[src/rtl/flag_spacer.sv]
// ============================================================================
// flag_spacer
// ----------------------------------------------------------------------------
// Accepts single-cycle event flags and re-emits them as one-cycle FLAG_OUT
// pulses separated by at least GAP_CYCLES low cycles. Flags that arrive while
// a pulse cannot be emitted are counted in a saturating backlog (PENDING);
// a flag arriving with the backlog full and no emission is dropped and
// latches OVERFLOW. FLAG_OUT is registered so it can feed a downstream flag
// synchroniser directly.
//
// Ports
//   CLK             sole clock, rising edge
//   RESET_N         synchronous, active-low reset
//   FLAG_IN         event flag, may be high on consecutive cycles
//   ENABLE          permits emission of FLAG_OUT pulses
//   GAP_CYCLES      low cycles required after each pulse (sampled at emit)
//   CLEAR_OVERFLOW  clears OVERFLOW (a same-cycle set takes priority)
//   FLAG_OUT        registered one-cycle output flag
//   PENDING         registered count of accepted, not-yet-emitted flags
//   OVERFLOW        sticky: a flag was dropped
//   BUSY            backlog non-empty or gap countdown running
// ============================================================================
module flag_spacer #(
    parameter int CNT_WIDTH = 8,
    parameter int GAP_WIDTH = 8
) (
    input  logic                 CLK,
    input  logic                 RESET_N,
    input  logic                 FLAG_IN,
    input  logic                 ENABLE,
    input  logic [GAP_WIDTH-1:0] GAP_CYCLES,
    input  logic                 CLEAR_OVERFLOW,
    output logic                 FLAG_OUT,
    output logic [CNT_WIDTH-1:0] PENDING,
    output logic                 OVERFLOW,
    output logic                 BUSY
);

    localparam logic [0:0]           ST_IDLE = 1'b0;
    localparam logic [0:0]           ST_GAP  = 1'b1;
    localparam logic [CNT_WIDTH-1:0] CNT_MAX = {CNT_WIDTH{1'b1}};
    localparam logic [CNT_WIDTH-1:0] CNT_ONE = CNT_WIDTH'(1);
    localparam logic [GAP_WIDTH-1:0] GAP_ONE = GAP_WIDTH'(1);

    logic [0:0]           state_q,    state_d;
    logic [GAP_WIDTH-1:0] gap_q,      gap_d;
    logic [CNT_WIDTH-1:0] pending_q,  pending_d;
    logic                 flag_q,     flag_d;
    logic                 overflow_q, overflow_d;
    logic                 emit;
    logic                 ovf_set;

    // An emission can consume either a backlog entry or the flag arriving in
    // the same cycle, so an empty backlog still gives single-cycle latency.
    assign emit = (state_q == ST_IDLE) && ENABLE &&
                  ((pending_q != '0) || FLAG_IN);

    always_comb begin
        state_d   = state_q;
        gap_d     = gap_q;
        pending_d = pending_q;
        flag_d    = emit;
        ovf_set   = 1'b0;

        if (emit) begin
            // PENDING + FLAG_IN - 1: unchanged when a flag arrives, including
            // at full count, so this path can never overflow or wrap.
            if (!FLAG_IN) begin
                pending_d = pending_q - CNT_ONE;
            end
            // GAP_CYCLES is only looked at here, so later changes cannot
            // disturb a running countdown.
            if (GAP_CYCLES != '0) begin
                gap_d   = GAP_CYCLES;
                state_d = ST_GAP;
            end
        end else if (FLAG_IN) begin
            if (pending_q == CNT_MAX) begin
                ovf_set = 1'b1;
            end else begin
                pending_d = pending_q + CNT_ONE;
            end
        end

        // The countdown runs regardless of ENABLE. Leaving on a count of one
        // puts the FSM back in IDLE after exactly G cycles in GAP, which
        // yields G low output cycles between pulses.
        if (state_q == ST_GAP) begin
            if (gap_q <= GAP_ONE) begin
                gap_d   = '0;
                state_d = ST_IDLE;
            end else begin
                gap_d = gap_q - GAP_ONE;
            end
        end

        overflow_d = ovf_set | (overflow_q & ~CLEAR_OVERFLOW);
    end

    always_ff @(posedge CLK) begin
        if (!RESET_N) begin
            state_q    <= ST_IDLE;
            gap_q      <= '0;
            pending_q  <= '0;
            flag_q     <= 1'b0;
            overflow_q <= 1'b0;
        end else begin
            state_q    <= state_d;
            gap_q      <= gap_d;
            pending_q  <= pending_d;
            flag_q     <= flag_d;
            overflow_q <= overflow_d;
        end
    end

    assign FLAG_OUT = flag_q;
    assign PENDING  = pending_q;
    assign OVERFLOW = overflow_q;
    assign BUSY     = (pending_q != '0) || (state_q == ST_GAP);

endmodule

[config.mk]
export PLATFORM = sky130hd
export DESIGN_NAME = flag_spacer
export DESIGN_NICKNAME = d
export VERILOG_FILES = /design/src/rtl/flag_spacer.sv
export SDC_FILE = /design/constraint.sdc
export NUM_CORES = 1
export LEC_CHECK = 0
export CAP_MARGIN = 10
export CORE_MARGIN = 4
export CORE_UTILIZATION = 55
export DETAILED_ROUTE_END_ITERATION = 16
export DONT_BUFFER_PORTS = 1
export PLACE_DENSITY = 0.69
export SETUP_SLACK_MARGIN = 0.02
export SLEW_MARGIN = 5
export SYNTH_ARGS = -nofsm -noshare
export SYNTH_HDL_FRONTEND = slang
export SYNTH_SLANG_ARGS = --single-unit
[constraint.sdc]
create_clock -name CLK -period 5.45 [get_ports CLK]
set_input_delay 1.3625 -clock CLK [delete_from_list [all_inputs] [get_ports CLK]]
set_output_delay 1.3625 -clock CLK [all_outputs]
set_load 0.02 [all_outputs]
# --- Word-level counts from Yosys, hierarchy flattened ---
# Index checks and enable logic that the tools add are counted.
classes:
  n_addsub: 3
  muxes: 15
  eq_ne: 3
  reduce_logical: 11
  magnitude_cmp: 1
  n_bitwise: 4
ops:
  columns: ["op", "n"]
  rows:
  - ["8-bit 2-to-1 mux", 8]
  - ["8-bit nonzero test", 2]
  - ["8-bit by 1-bit subtractor with 8-bit output (second input constant)", 2]
  - ["8-bit by 1-bit adder with 8-bit output (second input constant)", 1]
  - ["8-bit equality test (second input constant)", 1]
  - ["8-bit by 1-bit less-or-equal comparator with 1-bit output (second input constant)", 1]
  - ["1-bit 2-to-1 mux", 7]
  - ["2-bit nonzero test", 3]
  - ["2-bit inequality test (second input constant)", 2]
  - ["3-bit AND reduction", 1]
  - ["1-bit logical AND", 2]
  - ["1-bit logical OR", 2]
  - ["1-bit inverter", 2]
  - ["2-bit AND reduction", 1]
  - ["1-bit AND", 1]
  - ["1-bit bitwise OR", 1]
word_totals:
  out_inout_bits: 11
  elab_cells: 42
  regBits: 19

# --- Logic depth before layout (Yosys ltp) ---
# Gate-level depths: netlist (run 1).
depth:
  ltp_word: 6
  ltp_mapped: 11
  ltp_nobuf: 11

# --- Least setup slack after synthesis (run 1) ---
# No wires, ideal clock.
synth_path:
  path_type: "input to register"
  start: "in ENABLE"
  end: "reg pending_q[6], in the netlist PENDING[6]"
  path_buffers: 0
  cell_stages: 8
  slack_ps: 2242
  t_arrival_ps: 3089
  cell_sequence: "nand2b_1 > nor2_1 > ha_1 > nor2b_1 > o31a_1 > o21a_1 > o2111a_1 > a211o_1"
synth_between:
  elab_chain_cells: 4
  word_cells_on_any_way: 7
  cone_classes: "eq/ne: 2; mux: 1; reduce/logical: 4"
synth_lines:
  columns: ["element", "line_no", "source"]
  rows:
  - ["from (decl)", "30", "input logic ENABLE,"]
  - ["1-bit logical AND (*) (2 in series)", "55", "assign emit = (state_q == ST_IDLE) && ENABLE &&"]
  - ["net emit", "50", "logic emit;"]
  - ["2-bit inequality test (no line) or 2-bit nonzero test (tied branches)", null, null]
  - ["3-bit AND reduction (no line)", null, null]
  - ["to (signal assigned)", "110", "pending_q <= pending_d;"]
  - ["to (decl)", "47", "logic [CNT_WIDTH-1:0] pending_q, pending_d;"]
# Mark *: on every way through the listed nets, which the timed path passes. The rest lies on a longest branch.
# A chain may end at the register's enable or synchronous reset.

# --- Worst setup path in the final report (run 1) ---
# Ends and elaborated chain as after synthesis.

==> results of run 1 <==
placed cells by master, fill, tap and decap left out, types with 2 or more instances in the layout:
| master | n |
|---|---|
| nand2_1 | 12 |
| o211ai_1 | 2 |
| a21oi_1 | 9 |
| or3_1 | 3 |
| xor2_1 | 2 |
| nor2b_1 | 3 |
| mux2i_1 | 5 |
| nand2b_1 | 3 |
| nor4_1 | 3 |
| nand4_1 | 4 |
| xnor2_1 | 3 |
| clkbuf_4 | 3 |
| ha_1 | 8 |
| o21bai_1 | 2 |
| o2111ai_1 | 2 |
| dfxtp_1 | 19 |
| o32ai_1 | 2 |
| a211o_1 | 2 |
| nor3_1 | 5 |
| nor2_1 | 22 |
| o21a_1 | 3 |
| nand3_1 | 4 |
| nor3b_1 | 2 |
| inv_1 | 13 |
| o21ai_0 | 5 |
| a211oi_1 | 3 |
| a21o_1 | 2 |
worst max path at each step:
stage | slack, ns | cells past startpoint | end | from
finish | 2.34 | 8 | PENDING[6] | ENABLE
global route | 2.20 | 8 | PENDING[6] | ENABLE
CTS | 2.36 | 8 | PENDING[6] | ENABLE
detailed placement | 2.04 | 8 | PENDING[6] | ENABLE
global placement | 2.12 | 8 | PENDING[6] | ENABLE
floorplan | 2.24 | 8 | PENDING[6] | ENABLE
final cells by class:
class	instances	area share (%)
multi-input cells	131	64.9
flip-flops and latches	19	27.0
inverters	14	3.73
well taps	28	2.49
clock buffers	4	1.87
power by group through the flow:
stage / Sequential, mW / Clock (mW) / Combinational, mW
after global routing: 0.318 / 0.0759 / 0.604
after detailed placement: 0.307 / 0 / 0.524
after floorplan: 0.280 / 0 / 0.453
final: 0.305 / 0.0701 / 0.535
after global placement: 0.305 / 0 / 0.509
after CTS: 0.304 / 0.0718 / 0.528
routing by layer:
| layer | up-vias | track usage, % |
|---|---|---|
| met5 | - | 0 |
| met4 | 0 | 4.30 |
| met3 | 6 | 6.90 |
| met2 | 52 | 30.8 |
| met1 | 586 | 29.0 |
| li1 | 616 | - |
metrics by stage:
step                      cells  worst slack, ns  hold WS [ns]  total power, mW
final                       196             2.34         0.520            0.911
after detailed placement    192             2.04         0.500            0.831
after global placement      192             2.12         0.483            0.814
after CTS                   196             2.36         0.515            0.904
after global routing        196             2.20         0.551            0.997
after floorplan             169             2.24         0.466            0.733
worst reg2reg max path: cells and delay by family, from the launching register on:
family	cells	cell delay (ns)
compound gates	4	0.87
fa+ha+maj	1	0.36
flops	1	0.44
simple gates	5	1.14
flip-flops by register name, summed over array words and instances (netlist names):
register  flops
OVERFLOW      1
state_q       1
FLAG_OUT      1
PENDING       8
gap_q         8
logic make-up after synthesis:
logic type / count (synthesis) / share of synthesized area [%]
and+or+nand+nor: 70 / 28.4
AOI/OAI and AO/OA: 42 / 22.5
buffers and inverters: 19 / 5.91
DFF: 19 / 27.6
adders and majority gates: 9 / 8.73
xor gates and xnor gates: 5 / 3.18
muxes: 5 / 3.64
==> impl_metrics.yaml, run 1 <==
sta:
  drv_slew: 0
  min_period_over_period_pct: 57.0
  tns_ns: 0
  setup_viol: 0
  fmax_mhz: 322
  period_needed_ns: 3.11
  clock_skew_ns: 0.0158
  worst_slew_pin_slew_ns: 0.683
  hold_viol: 0
  rsz0062_at_grt: "false"
  slew_headroom_pct: 54.1
synthesis:
  synth_edf_count: 0
  syn_inst: 169
  synth.top_cell.area_share_pct: 27.6
  synth_area_leaders: "dfxtp_1 (28%), ha_1 (7.3%), nor2_1 (6.0%), mux2i_1 (3.6%), inv_1 (3.5%)"
  ys_top_cells_by_count: "nor2_1 (22), dfxtp_1 (19), inv_1 (13)"
  syn_area_per_cell_um2: 8.14
  synth.most_common_cell: "nor2_1"
  yosysUniqueCellTypes: 50
  yosysSeqAreaShare_pct: 27.6
  ys.flop_type: "dfxtp_1"
  synth_area_um2: 1380
  async_reset_ff_share_pct: 0
  synth_nets: 191
  yosysWarnings: 0
  yosysTopAreaCell: "dfxtp_1"
  synth-seq-cells: 19
grt:
  antenna_found_initial: 0
  grt_pass1_wl_um: 5520
  grt_pass1_vias: 1206
  grt_util_all_layers_pct: 20.7
  grt_max_degree: 16
  overflow: 0
critical_path:
  crit_path_max_fanout: 7
  r2r_slack_ns: 2.54
  critPathMaxStageDelay_ns: 0.41
  rr_startpoint: "PENDING[6]"
  regToRegEndpoint: "PENDING[6]"
  path_buf_inv: 0
  rr_worst_depth: 10
  critical_path_class: "input port to flop"
  critPathTopFamily: "compound AO/OA/AOI/OAI gates"
  cp-end-kind: "flop"
  cp-start-kind: "input port"
  cp.arrival_ns: 3.29
  cp_slowest_cell: "nor2_1"
  crit_chain: "nand2b_1 > nor2_1 > ha_1 > nor2b_1 > o31a_1 > o21a_1 > o2111a_1 > a211o_1"
  cp.required_ns: 5.63
floorplanning:
  core-area_um2: 2300
  die-width_um: 58.0
  rows: 17
  dieArea_um2: 3370
  die_h_um: 58.0
  io_pins: 24
  start_util_pct: 59.9
power_and_ir_drop:
  switching_share_pct: 50.7
  peakVddDrop_mv: 0.381
  seqPwrFrac_pct: 33.5
  p_comb_share_pct: 58.8
  intPower_uw: 449
  power_density_nw_per_um2: 646
  clock_power_share_pct: 7.7
  leakagePower_nw: 0.569
  p_sw_uw: 462
min_path:
  holdPathStages: 2
  min_to: "gap_q[5]"
  hp-start: "gap_q[5]"
  worstHoldPathType: "flop to flop"
finish:
  multi_input_area_um2: 915
  regArea_um2: 380
  fillers: 205
  nets: 191
  final_core_util_pct: 61.3
  drive_gt1_share_pct: 8.33
  finalInstanceArea_um2: 1410
  antenna_cells: 0
  area_delta_synth_final_pct: 2.36
routing:
  top_layer: "met4"
  routed_wirelength_um: 3190
  wl_met2_um: 1370
  vias: 1260
  wl_met3_um: 274
  wl_per_cell_um: 16.3
  drtIter0Drc: 55
  dr.pass1.iters: 4
  m1WireLength_um: 1500
  drc_errors: 0
  via_per_inst: 6.43
  final_antenna_net_count: 0
status:
  status: "complete, no violations"
placed_design:
  place.gp.congestion: 0.836
  port_buffers: 0
  dp.final_hpwl_um: 2440
  place_area_um2: 1380
flow_run:
  maxCapViolations: 0
clocking:
  root_buffer: "clkbuf_4"
  clock-sinks: 19
  cts_buffers: 3
  cts_tree: "built"
  post-cts-setup-buffers: 0
  cts_max_level: 1
  clk_latency_ns: 0.30
  postCtsHoldBufs: 0
  cts.repair.resized: 0
  clk_path_buf_depth: 2
  cts.clk_slew.worst_paths_ns: 0.11
No activity file was read; power rests on OpenSTA's default activity.
==> run 2, diff against run 1 <==
Settings changed: PLACE_DENSITY 0.69 to 0.72.
Clock period 5.45 ns to 2.55 ns, I/O delays scaled along.
==> run 2 against run 1 <==
  * Core utilization rose by 7.1 points
  * Critical path depth up 4
  * Clock skew shrank 0.0042 ns
  * Worst setup slack worse by 2.3 ns
  * Worst hold slack got worse by 0.066 ns
  * Clock power rose by 110%
  * Highest routed layer unchanged
==> impl_metrics.yaml, run 2 (synthesis gave the netlist of run 1 again) <==
status:
  status: "complete, no violations"
grt:
  grt_pass1_wl_um: 5640
  antenna_found_initial: 0
  overflow: 0
  grt_max_degree: 16
  grt_util_all_layers_pct: 20.9
  grt_pass1_vias: 1241
power_and_ir_drop:
  peakVddDrop_mv: 0.855
  power_density_nw_per_um2: 1460
  p_total_mw: 2.29
  leakagePower_nw: 0.658
floorplanning:
  rows: 17
  start_util_pct: 59.9
  io_pins: 24
  core-area_um2: 2300
  dieArea_um2: 3370
  die_h_um: 58.0
  die-width_um: 58.0
min_path:
  worstHoldPathType: "input port to flop"
  hp-start: "RESET_N"
  min_to: "state_q"
  holdPathStages: 2
finish:
  layout_common_cells: "nor2_1 (20), dfxtp_1 (17), buf_4 (16), inv_1 (13), nand2_1 (12)"
  fillers: 194
  drive_gt1_share_pct: 21.2
  instances_no_fill: 212
  final_core_util_pct: 68.4
  area_delta_synth_final_pct: 14.2
  layout_commonest_cell: "nor2_1"
  nets: 207
  finalInstanceArea_um2: 1570
  antenna_cells: 0
clocking:
  root_buffer: "clkbuf_4"
  clk_path_buf_depth: 2
  cts_buffers: 3
  clock-sinks: 19
  cts_tree: "built"
  clk_latency_ns: 0.30
  cts.clk_slew.worst_paths_ns: 0.11
  cts_max_level: 1
routing:
  routed_wirelength_um: 3320
  dr.pass1.iters: 4
  wl_per_cell_um: 15.6
  vias: 1315
  drc_errors: 0
  final_antenna_net_count: 0
  via_per_inst: 6.20
  drtIter0Drc: 80
sta:
  setup_ws_ns: 0.0510
  fmax_mhz: 400
  hold_viol: 0
  period_needed_ns: 2.50
  slew_headroom_pct: 56.6
  min_period_over_period_pct: 98.0
  clock_skew_ns: 0.0117
  setup_viol: 0
  worst_slew_pin_slew_ns: 0.645
  drv_slew: 0
  rsz0062_at_grt: "true"
critical_path:
  crit_path_start: "PENDING[5]"
  crit_path_max_fanout: 5
  rr_worst_depth: 12
  cp-start-kind: "flop"
  critical_path_class: "flop to flop"
  regToRegEndpoint: "PENDING[6]"
  cp-end-kind: "flop"
  cp.required_ns: 2.75
  rr_startpoint: "PENDING[5]"
  r2r_slack_ns: 0.05
  cp.arrival_ns: 2.70
placed_design:
  dp.final_hpwl_um: 2570
  port_buffers: 0
  dp.cells: 206
  place_ws_ns: -0.0198
  place_area_um2: 1500
  place.gp.congestion: 0.819
flow_run:
  maxCapViolations: 0
## run 2: changes by cell type in the layout (fill, tap and decap cells not counted), sizes merged
cell    delta
buf       +16
clkbuf     -1
clkinv     +1
## run 2: what timing repair did
action / in CTS / in global routing
setup buffers: 0 / 2
endpoints found under the setup margin: 1 / 3
pin swaps: 0 / 1
hold buffers: 0 / 0
gates resized for setup: 1 / 7
## run 2: per-stage QoR
step / setup TNS, ns / hold WS [ns]
after global placement: 0 / 0.485
after floorplan: 0 / 0.466
after detailed placement: -0.0198 / 0.498
after global routing: -0.0696 / 0.453
after CTS: 0 / 0.447
final: 0 / 0.454
## run 2: how the worst max path moves through the flow
| stage | to | slack, ns |
|---|---|---|
| floorplan | PENDING[6] | 0.02 |
| global placement | PENDING[6] | 0.03 |
| detailed placement | PENDING[6] | -0.02 |
| CTS | PENDING[6] | 0.03 |
| global route | PENDING[6] | -0.05 |
| finish | PENDING[6] | 0.05 |
## run 2: where the power goes
part / internal, mW / switching, mW / total [mW]
clock: 0.0584 / 0.0911 / 0.149
combinational: 0.716 / 0.883 / 1.60
sequential: 0.419 / 0.121 / 0.540
total: 1.19 / 1.10 / 2.29
## run 2: per-layer routing
layer | GRT usage, % | vias up | wire (µm) | share of wire, %
met2 | 33.4 | 58 | 1550 | 47
met4 | 4.30 | 0 | 29 | 0.87
met1 | 28.3 | 601 | 1500 | 45
met5 | 0 | - | 0 | 0
met3 | 5.35 | 4 | 240 | 7.2
li1 | - | 652 | - | -
## run 2: area by class of cell
class | count | area [µm²] | area share [%]
Clock inverter | 1 | 5.00 | 0.318
Sequential cell | 19 | 383 | 24.4
Timing Repair Buffer | 16 | 120 | 7.64
Tap cell | 28 | 35.0 | 2.23
Multi-Input combinational cell | 131 | 953 | 60.7
Inverter | 14 | 52.6 | 3.34
Clock buffer | 3 | 22.5 | 1.43
## run 2: critical path, stage by stage (launching register included)
cell,delay (ns)
dfxtp_2,0.35
nor4_4,0.34
nand2_1,0.12
nor2_2,0.13
nor2_2,0.10
buf_4,0.15
inv_1,0.06
fa_2,0.20
nor2b_1,0.06
o31a_1,0.26
o21a_1,0.19
o2111a_1,0.24
a211o_1,0.23
==> run 3, diff against run 2 <==
Settings changed: GPL_ROUTABILITY_DRIVEN set to 0.
==> results of run 3 <==
No change in the layout: final DEF, timing and power equal those of run 2.
